==> config.mk <==
export PLATFORM = sky130hd
export DESIGN_NAME = tagger_acq_ctrl
export DESIGN_NICKNAME = d
export VERILOG_FILES = /design/src/rtl/tagger_acq_ctrl.sv
export SDC_FILE = /design/constraint.sdc
export NUM_CORES = 1
export LEC_CHECK = 0
export ABC_AREA = 1
export ABC_CLOCK_PERIOD_IN_PS = 2590
export BUFFER_PORTS_ARGS = -buffer_cell sky130_fd_sc_hd__buf_2
export CORE_ASPECT_RATIO = 0.5
export CORE_UTILIZATION = 55
export CTS_CLUSTER_DIAMETER = 200
export DETAILED_ROUTE_END_ITERATION = 16
export PLACE_DENSITY = 0.81
export RECOVER_POWER = 100
export SLEW_MARGIN = 10
export SYNTH_ARGS = -nofsm -noshare
export SYNTH_HDL_FRONTEND = slang
export SYNTH_SLANG_ARGS = --single-unit
==> constraint.sdc <==
create_clock -name clk -period 2.59 [get_ports clk]
set_input_delay 0.1295 -clock clk [delete_from_list [all_inputs] [get_ports clk]]
set_output_delay 0.1295 -clock clk [all_outputs]
set_load 0.02 [all_outputs]
==> src/rtl/tagger_acq_ctrl.sv <==
// Acquisition sequencer between host commands, event_tagger and the record FIFO.
// Optional lost-record marker insertion is built when TAGGER_LOST_MARKER_EN is defined.
module tagger_acq_ctrl #(
  parameter int DUR_W  = 48,
  parameter int REC_W  = 47,
  parameter int CNT_W  = 32,
  parameter int LOST_W = 16
) (
  input  logic              clk,
  input  logic              reset,
  input  logic              cmd_start,
  input  logic              cmd_stop,
  input  logic              timed_en,
  input  logic [DUR_W-1:0]  duration,
  input  logic              tag_ready,
  input  logic [REC_W-1:0]  tag_data,
  input  logic              fifo_full,
  output logic              reset_counter,
  output logic              operate,
  output logic              fifo_wr,
  output logic [REC_W-1:0]  fifo_din,
  output logic              running,
  output logic              done,
  output logic [CNT_W-1:0]  rec_count,
  output logic [LOST_W-1:0] lost_count
);

  typedef enum logic [1:0] {S_IDLE, S_ARM, S_RUN, S_STOP} state_t;

  state_t             state, state_nxt;
  logic               timed_q;
  logic [DUR_W-1:0]   dur_q, dur_cnt;
  logic               start, accept, drop;
  logic               reset_counter_nxt, operate_nxt, running_nxt, done_nxt;
  logic               marker_wr;
  logic [REC_W-1:0]   marker_rec;

  assign start  = (state == S_IDLE) && cmd_start;
  assign accept = (state == S_RUN) && tag_ready && !fifo_full;
  assign drop   = (state == S_RUN) && tag_ready && fifo_full;

  // NOTE: every signal driven here gets a default first, so no path can infer a latch.
  always_comb begin
    state_nxt = state;
    unique case (state)
      S_IDLE: if (cmd_start) state_nxt = S_ARM;
      S_ARM:  state_nxt = S_RUN;
      S_RUN:  if (cmd_stop || (timed_q && dur_cnt == dur_q)) state_nxt = S_STOP;
      S_STOP: state_nxt = S_IDLE;
      default: state_nxt = S_IDLE;
    endcase
    // Outputs are registered from the next state so they line up with the state register.
    reset_counter_nxt = (state_nxt == S_IDLE) || (state_nxt == S_ARM);
    operate_nxt       = (state_nxt == S_RUN);
    running_nxt       = (state_nxt == S_RUN);
    done_nxt          = (state_nxt == S_STOP);
  end

  // NOTE: sequential state uses non-blocking assignments so every flop samples pre-edge values.
  always_ff @(posedge clk) begin
    if (reset) begin
      state         <= S_IDLE;
      reset_counter <= 1'b1;
      operate       <= 1'b0;
      running       <= 1'b0;
      done          <= 1'b0;
      timed_q       <= 1'b0;
      dur_q         <= '0;
      dur_cnt       <= '0;
    end else begin
      state         <= state_nxt;
      reset_counter <= reset_counter_nxt;
      operate       <= operate_nxt;
      running       <= running_nxt;
      done          <= done_nxt;
      if (start) begin
        timed_q <= timed_en;
        // A zero duration behaves as one so RUN always lasts at least a cycle.
        dur_q   <= (duration == '0) ? DUR_W'(1) : duration;
      end
      if (state == S_ARM)      dur_cnt <= DUR_W'(1);
      else if (state == S_RUN) dur_cnt <= dur_cnt + DUR_W'(1);
    end
  end

  always_ff @(posedge clk) begin
    if (reset) begin
      fifo_wr    <= 1'b0;
      fifo_din   <= '0;
      rec_count  <= '0;
      lost_count <= '0;
    end else begin
      fifo_wr <= accept || marker_wr;
      if (accept)         fifo_din <= tag_data;
      else if (marker_wr) fifo_din <= marker_rec;
      if (start)                        rec_count <= '0;
      else if (accept || marker_wr)     rec_count <= rec_count + CNT_W'(1);
      if (start)                        lost_count <= '0;
      else if (drop && lost_count != '1) lost_count <= lost_count + LOST_W'(1);
    end
  end

`ifdef TAGGER_LOST_MARKER_EN
  logic [15:0] episode_cnt;

  // A pending marker goes out on the first free FIFO slot not taken by a real record.
  assign marker_wr = (episode_cnt != '0) && ((state == S_RUN) || (state == S_STOP)) &&
                     !fifo_full && !accept;

  always_comb begin
    marker_rec        = '0;
    marker_rec[44]    = 1'b1;
    marker_rec[15:0]  = episode_cnt;
  end

  always_ff @(posedge clk) begin
    if (reset) begin
      episode_cnt <= '0;
    end else if (start || state == S_STOP || marker_wr) begin
      episode_cnt <= '0;
    end else if (drop && episode_cnt != '1) begin
      episode_cnt <= episode_cnt + 16'd1;
    end
  end
`else
  assign marker_wr  = 1'b0;
  assign marker_rec = '0;
`endif

endmodule
; ---- Word-level counts from Yosys, hierarchy flattened
; Cells that the tools add are included.
[word_totals]
out_inout_bits = 100
wordCells = 44
input_bits = 102
reg_bits = 198
[op_classes]
n_reduce_logical = 15
n_mux = 6
eq_ne = 8
add_sub_neg = 3
[op_table]
columns = cell, n
row1 = "48-bit by 1-bit adder with 48-bit output, second input constant", 1
row2 = 48-bit == test, 1
row3 = 48-bit logical NOT, 1
row4 = 48-bit 2-to-1 mux, 1
row5 = "32-bit by 1-bit adder with 32-bit output, second input constant", 1
row6 = "16-bit by 1-bit adder with 16-bit output, second input constant", 1
row7 = "16-bit != test, second input constant", 1
row8 = "2-bit == test, second input constant", 4
row9 = 2-bit case mux with 4 select lines, 1
row10 = 1-bit logical AND, 6
row11 = "2-bit by 1-bit == test with 1-bit output, second input constant", 2
row12 = 2-bit logical NOT, 2
row13 = 2-bit 2-to-1 mux, 2
row14 = 2-bit OR reduction, 2
row15 = 1-bit logical OR, 2
row16 = 1-bit 2-to-1 mux, 2
row17 = 2-bit nonzero test, 1
row18 = 1-bit logical NOT, 1

; ---- Longest topological paths before layout
; Gate-level depths: netlist (run 1).
[logic_depth]
word_depth = 7
ltp_mapped = 13

; ---- Worst setup path before layout (run 1)
; No wires, ideal clock.
[synth_path]
path_type = register to register
start = register state[0]
end = register dur_cnt[39]
slack_ns = 0.750
n_path_buf = 0
arrival_time_ns = 1.712
synth_period_minus_slack_ns = 1.840
setup_ns = 0.128
stages_incl_launch_ff = 11
path_cell_list = dfxtp_1 -> inv_1 -> ha_1 -> nand3_1 -> nor2_2 -> nand2_1 -> nor3_2 -> nand3_1 -> nor2_1 -> xor2_1 -> nor2_1
[synth_between]
elab_chain_len = 2
word_cells_on_any_way = 3
[synth_lines]
columns = item, line
row1 = "start, declared", 30  ; state_t state, state_nxt;
row2 = "start signal, assigned", 71  ; state <= state_nxt;
row3 = 2-bit by 1-bit == test with 1-bit output, 81  ; if (state == S_ARM) dur_cnt <= DUR_W'(1);
row4 = 2-bit OR reduction (no line), --
row5 = "end signal, assigned", 82  ; else if (state == S_RUN) dur_cnt <= dur_cnt + DUR_W'(1);
row6 = "end, declared", 32  ; logic [DUR_W-1:0] dur_q, dur_cnt;
; Several ways; a longest one is shown, not always the timed one.
; A chain may end at the register's enable or synchronous reset.

; ---- Worst setup path in the final report (run 1)
; Ends and elaborated chain as after synthesis.

==> out/results.ini, run 1 <==
[critical_path]
cp_top_family=simple AND/OR/NAND/NOR gates
crit_chain=inv_1 > ha_1 > nand3_1 > nor2_1 > nand2_1 > nor3_2 > nand3_1 > nor2_1 > xor2_1 > nor2_1
max_stage_delay_ns=0.34
cp.buffers_inverters=1
worst_setup_path_end_kind=register
cp_common_cell=nor2_1
worstPathArrival_ns=2.61
cp.depth=10
rrSetupSlack_ns=0.28
crit_fanout=6
start_kind=register
rr_worst_depth=10
critical_path_class=register to register
required_ns=2.89
slowest_stage=ha_1

[yosys]
syn_avg_cell_area_sq_um=6.76
synthesis.area_sq_mm=0.00915
synth_fp_nets=1462
yosysUniqueCellTypes=34
synth_seq_cells=198
ys_seq_area_frac=0.433
yosys_warnings=0
postSynthCellCount=1353

[timing]
fin_setup_tns_ns=0
rsz0062_at_grt=false
clock.fmax_ghz=0.433
drv_slew=0
finalSetupViolations=0
finalClockSkew_ns=0.0110
fin_crit_sh=0.891
slew_headroom=0.308
hold_viol_final=0
period_needed_ns=2.31
worst_slew_pin_slew_ns=1.04

[clock_network]
cts.sinks=198
cts_buffers=17
max-clock-path-buffers=2
cts_tree=done
cts.clk_slew.worst_paths_ns=0.07
clk_latency_ns=0.45
root_buffer=clkbuf_16
cts_resized=0
htree_levels=4

[min_path]
min_path_type=primary input to register
holdPathStages=3

[floorplanning]
dieArea_sq_mm=0.0172
io_pins=202
fp.dieH_um=93.2
rows=32
fp.coreArea_sq_mm=0.0158
start_util=0.579
die_x_um=184

[global_routing]
grt_pass1_vias=9849
antenna_found_initial=0
grt_overflow=0
grt_usage=0.388
grt_max_degree=55
grt_pass1_wl_um=50700

[routing]
drc_errors=0
final_antenna_net_count=0
dr_total_vias=10466
wl_per_cell_um=17.8
finalWirelength_um=33100
via_per_inst=5.62
first_pass_iters=6
drtIter0Drc=908

[layout]
area_growth_syn_to_layout_pct=26.9
final_nets=1738
n_antenna_cell=0
final_layout_size_suffix_gt1_frac=0.0889

[placed_design]
dpl.hpwl_um=21900
port_buffers=201
gp_congestion=0.959

[pwr]
p_leak_uw=0.00443
power_density_mw_per_mm2=595
ir_drop_v=0.000466
total_power_uw=6920

[run]
cap_violations=0

[status]
status=complete, no violations

[sequential cells by signal (all words and copies together), names as in the netlist, 2 cells and up]
register    count
lost_count     16
dur_q          48
fifo_din       47
state           2
dur_cnt        48
rec_count      32
[final cells by class]
class | instances | area [sq um]
Timing Repair Buffer | 299 | 1850
Inverter | 147 | 552
Clock buffer | 22 | 444
Fill cell | 1267 | 4200
Tap cell | 221 | 277
Multi-Input combinational cell | 966 | 4430
Clock inverter | 10 | 100
Sequential cell | 198 | 3960
[where the power goes]
part           internal (uW)  switching, uW  total, uW
clock network           1330           1240       2570
logic                    372            685       1060
registers               3190            101       3290
[stage by stage]
stage               hold WS (ns)  worst slack, ns  cells  area [sq um]   util
floorplan                  0.199            0.750   1353          9150      -
global placement           0.370            0.463   1743         10400  0.656
detailed placement         0.373            0.374   1743         10400  0.656
CTS                     0.000394            0.344   1862         11800  0.746
global route              0.0122           0.0480   1863         11600  0.735
finish                   0.00502            0.283   1863         11600  0.735
[path summary, 6_finish.rpt]
path | startpoint | to
worst max register to register | state[0] | dur_cnt[39]
worst min-delay path | tag_data[38] | fifo_din[38]
worst max-delay path | state[0] | dur_cnt[39]
worst min register to register | dur_q[32] | dur_q[32]
[layer usage]
layer  part of all wire  global-route usage  vias to the layer above
met4              0.040               0.168                        0
li1                   -                   -                     4905
met1               0.42               0.500                     4724
met3               0.11              0.0989                      141
met2               0.43               0.618                      696
met5                  0                   0                        -
[synthesized netlist by cell type, drive strengths merged]
cell	instances	area share
nand2	281	0.12
nor2	265	0.11
dfxtp	198	0.43
inv	147	0.060
o21ai	142	0.078
nand3	89	0.051
a21oi	59	0.032
nor3	38	0.023
clkbuf	37	0.015
nand4	26	0.018
xor2	22	0.021
nor4	12	0.0082
ha	7	0.0096
xnor2	6	0.0057
buf	5	0.0025
o22ai	4	0.0027
nor3b	3	0.0025
o21a	3	0.0025
or2	3	0.0021
nand3b	2	0.0016
a22oi	1	0.00082
a31o	1	0.00096
a31oi	1	0.00068
o31ai	1	0.00082
[cell usage in the layout (no fill, tap or decap), types with 3 or more instances in the layout]
cell,instances
a21oi_1,59
buf_2,101
buf_4,3
clkbuf_1,106
clkbuf_16,17
clkbuf_2,4
clkinv_4,3
clkinvlp_4,4
dfxtp_1,198
dlygate4sd3_1,88
ha_1,7
inv_1,145
nand2_1,280
nand3_1,88
nand4_1,26
nor2_1,264
nor3_1,35
nor3_2,3
nor3b_1,3
nor4_1,12
o21a_1,3
o21ai_0,140
o22ai_1,4
xnor2_1,6
xor2_1,22
[logic make-up after synthesis]
logic type / Yosys count / synth area share
and+or+nand+nor: 719 / 0.334
buffers and inverters: 189 / 0.0779
DFF: 198 / 0.433
xor gates and xnor gates: 28 / 0.0268
AOI/OAI and AO/OA: 212 / 0.118
adders and majority gates: 7 / 0.00957
[what timing repair did]
item,in CTS,in global routing
buffers inserted,0,0
hold buffers,87,1
endpoints found under the hold margin,87,1
[worst reg2reg max path: stages, from the launching register on]
cell     delay, ns
dfxtp_1       0.33
inv_1         0.11
ha_1          0.34
nand3_1       0.28
nor2_1        0.27
nand2_1       0.13
nor3_2        0.21
nand3_1       0.16
nor2_1        0.14
xor2_1        0.15
nor2_1        0.05
No activity file was read; power rests on OpenSTA's default activity.
==> inputs of run 2 (changes only) <==
--- a/config.mk
+++ b/config.mk
@@ -5,14 +5,13 @@
 export SDC_FILE = /design/constraint.sdc
 export NUM_CORES = 1
 export LEC_CHECK = 0
-export ABC_AREA = 1
 export ABC_CLOCK_PERIOD_IN_PS = 2590
 export BUFFER_PORTS_ARGS = -buffer_cell sky130_fd_sc_hd__buf_2
 export CORE_ASPECT_RATIO = 0.5
-export CORE_UTILIZATION = 55
+export CORE_UTILIZATION = 54
 export CTS_CLUSTER_DIAMETER = 200
 export DETAILED_ROUTE_END_ITERATION = 16
-export PLACE_DENSITY = 0.81
+export PLACE_DENSITY = 0.8
 export RECOVER_POWER = 100
 export SLEW_MARGIN = 10
 export SYNTH_ARGS = -nofsm -noshare
==> run 2 against run 1 <==
Combinational power is 43% higher. Cell area is 5.0% lower. Count of clock-buffer cells in the layout is 4 lower. Total power is 12% higher. Critical path type unchanged. Core utilization is 1.0 points higher. The flow now finishes with violations (capacitance limit, slew limit). Largest power group unchanged. Critical endpoint is now dur_cnt[44]. Non-clock buffer count is 22 higher. Final cell count is 22% lower. Worst setup slack worse by 0.15 ns. Maximum frequency is 6.2% lower.
==> out/results.ini, run 2 <==
[routing]
first_pass_iters=5  ; -1
dr_total_vias=8273  ; -21%
drc_errors=0  ; unchanged
via_per_inst=5.67  ; +0.93%
drtIter0Drc=633  ; -30%
final_antenna_net_count=0  ; unchanged
wl_per_cell_um=17.0  ; -4.1%
finalWirelength_um=24900  ; -25%

[global_routing]
antenna_found_initial=0  ; unchanged
grt_overflow=0  ; unchanged
grt_pass1_vias=7844  ; -20%
grt_max_degree=48  ; -13%
grt_usage=0.306  ; -0.0828
grt_pass1_wl_um=39000  ; -23%

[layout]
instances_no_fill=1459  ; -22%
area_growth_syn_to_layout_pct=31.8
seq_area_sq_mm=0.00396  ; unchanged
nFillCells=1089  ; -14%
multiInputGateArea_sq_mm=0.00411  ; -7.3%
layout_commonest_cell=dfxtp_1
final_util=0.745  ; +0.0103
final_layout_size_suffix_gt1_frac=0.127  ; +0.0381
final_nets=1356  ; -22%
reg_top3=dur_cnt x48, dur_q x48, fifo_din x47
mostFrequentLayoutCells=dfxtp_1, nand2_1, clkbuf_1, buf_2, dlygate4sd3_1

[pwr]
power_density_mw_per_mm2=701  ; +18%
p_leak_uw=0.00409  ; -7.7%
ir_drop_v=0.000533  ; +14%

[yosys]
synthesis.area_sq_mm=0.00838  ; -8.5%
synth_seq_cells=198  ; unchanged
yosysUniqueCellTypes=45  ; +32%
synth_top_area_frac=0.473  ; +0.0401
syn_avg_cell_area_sq_um=8.72  ; +29%
ys_seq_area_frac=0.473  ; +0.0401
synth_edf_count=0  ; unchanged
yosys_warnings=0  ; unchanged
synth_async_sr_flop_share=0  ; unchanged
synth_fp_nets=1070  ; -27%
synthTopCellsByCount=dfxtp_1, nand2_1, nor2_1, a21oi_1, xor2_1
postSynthCellCount=961  ; -29%
synth_flop_cell=dfxtp_1
synth.most_common_cell=dfxtp_1
yosys-top-cells-area=dfxtp_1, nand2_1, xor2_1
yosys.area.top_type=dfxtp_1

[floorplanning]
fp.dieH_um=90.1  ; -3.4%
fp.coreArea_sq_mm=0.0148  ; -6.3%
dieArea_sq_mm=0.0160  ; -6.7%
start_util=0.565  ; -0.0134
die_x_um=178  ; -3.4%
rows=31  ; -3.1%
io_pins=202  ; unchanged

[placed_design]
dpl.hpwl_um=15900  ; -28%
gp_congestion=0.922  ; -3.8%
numPlacedInstances=1331  ; -24%
pre_cts_ws_ns=0.282  ; -0.0921 ns
port_buffers=201  ; unchanged

[critical_path]
start_kind=register
cp_common_cell=or3_1
slowest_stage=or4_1
worstPathArrival_ns=2.78  ; +0.17 ns
max_stage_delay_ns=0.67  ; +0.33 ns
critical_path_class=register to register
required_ns=2.91  ; +0.02 ns
worst_setup_path_end_kind=register
crit_fanout=7  ; +1
crit_chain=nand4_2 > or3_1 > or4_1 > or3_1 > a21oi_1

[timing]
finalClockSkew_ns=0.0146  ; +0.00359 ns
fin_crit_sh=0.949  ; +0.0585
finalSetupViolations=0  ; unchanged
drv_slew=48  ; +48
worst_slew_pin_slew_ns=1.65  ; +0.614 ns
fin_setup_tns_ns=0  ; unchanged
clock.fmax_ghz=0.407  ; -6.2%
setup_slack_ns=0.131  ; -0.152 ns
hold_viol_final=0  ; unchanged
period_needed_ns=2.46  ; +0.152 ns
rsz0062_at_grt=false
slew_headroom=-0.102  ; -0.410

[clock_network]
cts_buffers=17  ; unchanged
cts.clk_slew.worst_paths_ns=0.08  ; about the same
root_buffer=clkbuf_16
clk_latency_ns=0.43  ; -0.02 ns
max-clock-path-buffers=2  ; unchanged
cts_resized=0  ; unchanged
cts.sinks=198  ; unchanged
cts_tree=done
htree_levels=4  ; unchanged

[run]
cap_violations=1  ; +1

[status]
violations=capacitance limit, slew limit
status=finished with violations

[min_path]
min_path_type=primary input to register

[run 2: kinds of logic (layout without fill, tap and decap cells)]
family / count (synthesis) / after routing / synth area share
other cells: 0 / 1 / 0
flops: 198 / 198 / 0.473
buf+inv: 81 / 380 / 0.0373
xor+xnor: 109 / 109 / 0.114
simple gates: 407 / 407 / 0.239
fa+ha+maj: 7 / 7 / 0.0105
mux: 2 / 2 / 0.00254
compound gates: 157 / 157 / 0.123
[run 2: worst max-delay path: cells and delay by family (launching register included)]
family / cells / cell delay (ns)
simple gates: 4 / 1.71
flops: 1 / 0.46
compound gates: 1 / 0.19
[run 2: what timing repair did]
item / 4_1_cts / 5_1_grt
endpoints found under the setup margin: 0 / 0
hold endpoints to repair: 95 / 0
setup buffers: 0 / 0
hold buffers: 95 / 0
[run 2: per-layer routing]
layer | part of all wire | global-route usage | vias to the layer above
met5 | 0 | 0 | -
met4 | 0.028 | 0.108 | 0
met3 | 0.084 | 0.0635 | 64
met2 | 0.48 | 0.519 | 380
met1 | 0.41 | 0.382 | 3881
li1 | - | - | 3948
[run 2: where the power goes]
part | switching [uW] | internal [uW] | total (uW)
registers | 203 | 3310 | 3510
logic | 915 | 610 | 1520
clock network | 1300 | 1400 | 2710
[run 2: worst paths after layout]
| check | from | end | slack [ns] | cells past startpoint |
|---|---|---|---|---|
| worst max register to register | dur_cnt[11] | dur_cnt[44] | 0.13 | 5 |
| worst max-delay path | dur_cnt[11] | dur_cnt[44] | 0.13 | 5 |
| worst min register to register | fifo_din[46] | fifo_din[46] | 0.46 | 2 |
| worst min-delay path | cmd_start | timed_q | 0.03 | 3 |
[run 2: metrics by stage]
step | hold WS (ns) | total power, uW | area [sq um]
2_1_floorplan | 0.224 | 4470 | 8380
3_3_place_gp | 0.353 | 4920 | 9640
3_5_place_dp | 0.358 | 4970 | 9640
4_1_cts | 0.0206 | 7750 | 11200
5_1_grt | 0.0338 | 8040 | 11000
6_report | 0.0306 | 7740 | 11000
[run 2: layout make-up]
cell class / instances / share of cell area
inverter: 27 / 0.00918
sequential: 198 / 0.359
timing repair buffer: 321 / 0.183
antenna: 1 / 0.000227
clock inverter: 14 / 0.0139
tap: 198 / 0.0224
clock buffer: 18 / 0.0398
multi-input combinational: 682 / 0.372
==> inputs of run 3 (changes only) <==
--- a/config.mk
+++ b/config.mk
@@ -7,12 +7,12 @@
 export LEC_CHECK = 0
 export ABC_CLOCK_PERIOD_IN_PS = 2590
 export BUFFER_PORTS_ARGS = -buffer_cell sky130_fd_sc_hd__buf_2
-export CORE_ASPECT_RATIO = 0.5
 export CORE_UTILIZATION = 54
 export CTS_CLUSTER_DIAMETER = 200
 export DETAILED_ROUTE_END_ITERATION = 16
 export PLACE_DENSITY = 0.8
 export RECOVER_POWER = 100
+export SETUP_SLACK_MARGIN = 0.05
 export SLEW_MARGIN = 10
 export SYNTH_ARGS = -nofsm -noshare
 export SYNTH_HDL_FRONTEND = slang
==> run 3 against run 2 <==
The run still ends with capacitance limit, slew limit left. Cell area up 0.22%. Sequential cell count is the same. Critical path depth did not move. Count of clock-buffer cells in the layout grew 3. Final cell count is 0.75% lower. Clock power increased by 4%. Die area shrank 0.19%. Global-route usage up 0.70 points. Total power rose by 2.0%. Critical path type unchanged. Critical endpoint is now dur_cnt[47]. Largest cell class unchanged.
==> out/results.ini, run 3 (synthesized netlist as in run 2, its figures left out) <==
[critical_path]
cp_common_cell=or3_1
rr_worst_depth=5  ; unchanged
rrSetupSlack_ns=0.20  ; +0.07 ns
max_stage_delay_ns=0.64  ; -0.03 ns
critical_path_class=register to register
worst_setup_path_end_kind=register
rr_startpoint=dur_cnt[10]
required_ns=2.92  ; about the same
timing.rr.end=dur_cnt[47]
worstPathArrival_ns=2.72  ; -0.06 ns
crit_chain=nand4_1 > or3_1 > or4_1 > or3_1 > a21oi_1
slowest_stage=or4_1
setup.worst_path.start=dur_cnt[10]
crit_fanout=8  ; +1
start_kind=register

[timing]
rsz0062_at_grt=false
clock.fmax_ghz=0.419  ; +3.1%
finalSetupViolations=0  ; unchanged
fin_crit_sh=0.921  ; -0.0285
slew_headroom=-0.142  ; -0.0400
whs_ns=0.0396  ; +0.00890 ns
period_needed_ns=2.39  ; -0.0737 ns
worst_slew_pin_slew_ns=1.71  ; +0.0600 ns
fin_setup_tns_ns=0  ; unchanged
drv_slew=48  ; unchanged
finalClockSkew_ns=0.0104  ; -0.00417 ns
hold_viol_final=0  ; unchanged

[layout]
mostFrequentLayoutCells=dfxtp_1, nand2_1, clkbuf_1, buf_2, dlygate4sd3_1
final_util=0.730  ; -0.0146
reg_top3=dur_cnt x48, dur_q x48, fifo_din x47
final_layout_size_suffix_gt1_frac=0.122  ; -0.00466
layout_commonest_cell=dfxtp_1
area_growth_syn_to_layout_pct=32.0
final_nets=1355  ; -0.074%

[global_routing]
antenna_found_initial=0  ; unchanged
grt_pass1_vias=7908  ; +0.82%
grt_usage=0.313  ; +0.00700
grt_max_degree=52  ; +8.3%
grt_overflow=0  ; unchanged
grt_pass1_wl_um=39600  ; +1.6%

[routing]
drc_errors=0  ; unchanged
first_pass_iters=5  ; unchanged
finalWirelength_um=25000  ; +0.50%
final_antenna_net_count=0  ; unchanged
wl_per_cell_um=17.3  ; +1.3%
drtIter0Drc=797  ; +26%
dr_total_vias=8346  ; +0.88%
via_per_inst=5.76  ; +1.6%

[clock_network]
htree_levels=4  ; unchanged
cts_buffers=17  ; unchanged
root_buffer=clkbuf_16
post-cts-setup-buffer-count=0  ; unchanged
clk_latency_ns=0.43  ; about the same
cts_resized=0  ; unchanged
cts.clk_slew.worst_paths_ns=0.07  ; about the same
postCtsHoldBufs=95  ; unchanged
cts.sinks=198  ; unchanged
cts_tree=done
max-clock-path-buffers=2  ; unchanged

[floorplanning]
dieArea_sq_mm=0.0160  ; -0.19%
io_pins=202  ; unchanged
die_x_um=127  ; -29%
fp.dieH_um=127  ; +41%
rows=45  ; +45%
start_util=0.553  ; -0.0123
fp.coreArea_sq_mm=0.0151  ; +2.2%

[pwr]
total_power_uw=7900  ; +2.0%
ir_drop_v=0.000581  ; +9.0%
p_leak_uw=0.00409  ; about the same
power_density_mw_per_mm2=714  ; +1.8%

[status]
status=finished with violations
violations=capacitance limit, slew limit

[placed_design]
dpl.hpwl_um=15700  ; -1.0%
port_buffers=201  ; unchanged
gp_congestion=0.906  ; -1.7%

[run]
cap_violations=1  ; unchanged

[min_path]
hold_start=reset
min_path_type=primary input to register
holdPathStages=2  ; -1
hold_end=dur_cnt[0]

-- run 3: cell count changes in the layout (fill, tap and decap cells not counted), moves of 2 or more --
cell       before  now
buf_4          21   18
clkbuf_1      104  107
clkinv_2        0    2
inv_8           4    0
bufinv_16       1    4
inv_6           5    1
buf_12          1    3
-- run 3: layout make-up --
cell class	instances	area, sq um
Tap cell	188	235
Fill cell	1124	4090
Clock inverter	11	173
Inverter	27	101
Antenna cell	1	2.50
Timing Repair Buffer	320	2040
Sequential cell	198	3960
Multi-Input combinational cell	682	4100
Clock buffer	21	450
-- run 3: worst max-delay path by stage --
stage | end | slack, ns | depth (start not counted)
global route | dur_cnt[43] | 0.11 | 5
floorplan | rec_count[31] | 0.38 | 9
global placement | dur_cnt[46] | 0.35 | 5
detailed placement | dur_cnt[46] | 0.29 | 5
CTS | dur_cnt[46] | 0.29 | 5
finish | dur_cnt[47] | 0.20 | 5
-- run 3: power breakdown --
| part | switching (uW) | internal, uW |
|---|---|---|
| Sequential | 205 | 3310 |
| Combinational | 940 | 628 |
| Clock | 1160 | 1650 |
-- run 3: worst max-delay path: cells and delay by family (launching register included) --
kind            cells  cell delay (ns)
flops               1             0.47
simple gates        4             1.69
compound gates      1             0.14
-- run 3: metrics by stage --
step | instance area (sq um) | worst slack [ns] | instances
CTS | 11200 | 0.287 | 1447
floorplan | 8380 | 0.384 | 961
finish | 11100 | 0.205 | 1448
detailed placement | 9650 | 0.289 | 1320
global placement | 9650 | 0.353 | 1320
global route | 11100 | 0.107 | 1447
-- run 3: routing by layer --
metal	share of wire	vias up	track usage
met5	0	-	0
met4	0.045	0	0.163
met3	0.064	111	0.0628
met2	0.48	419	0.527
met1	0.41	3870	0.378
li1	-	3946	-
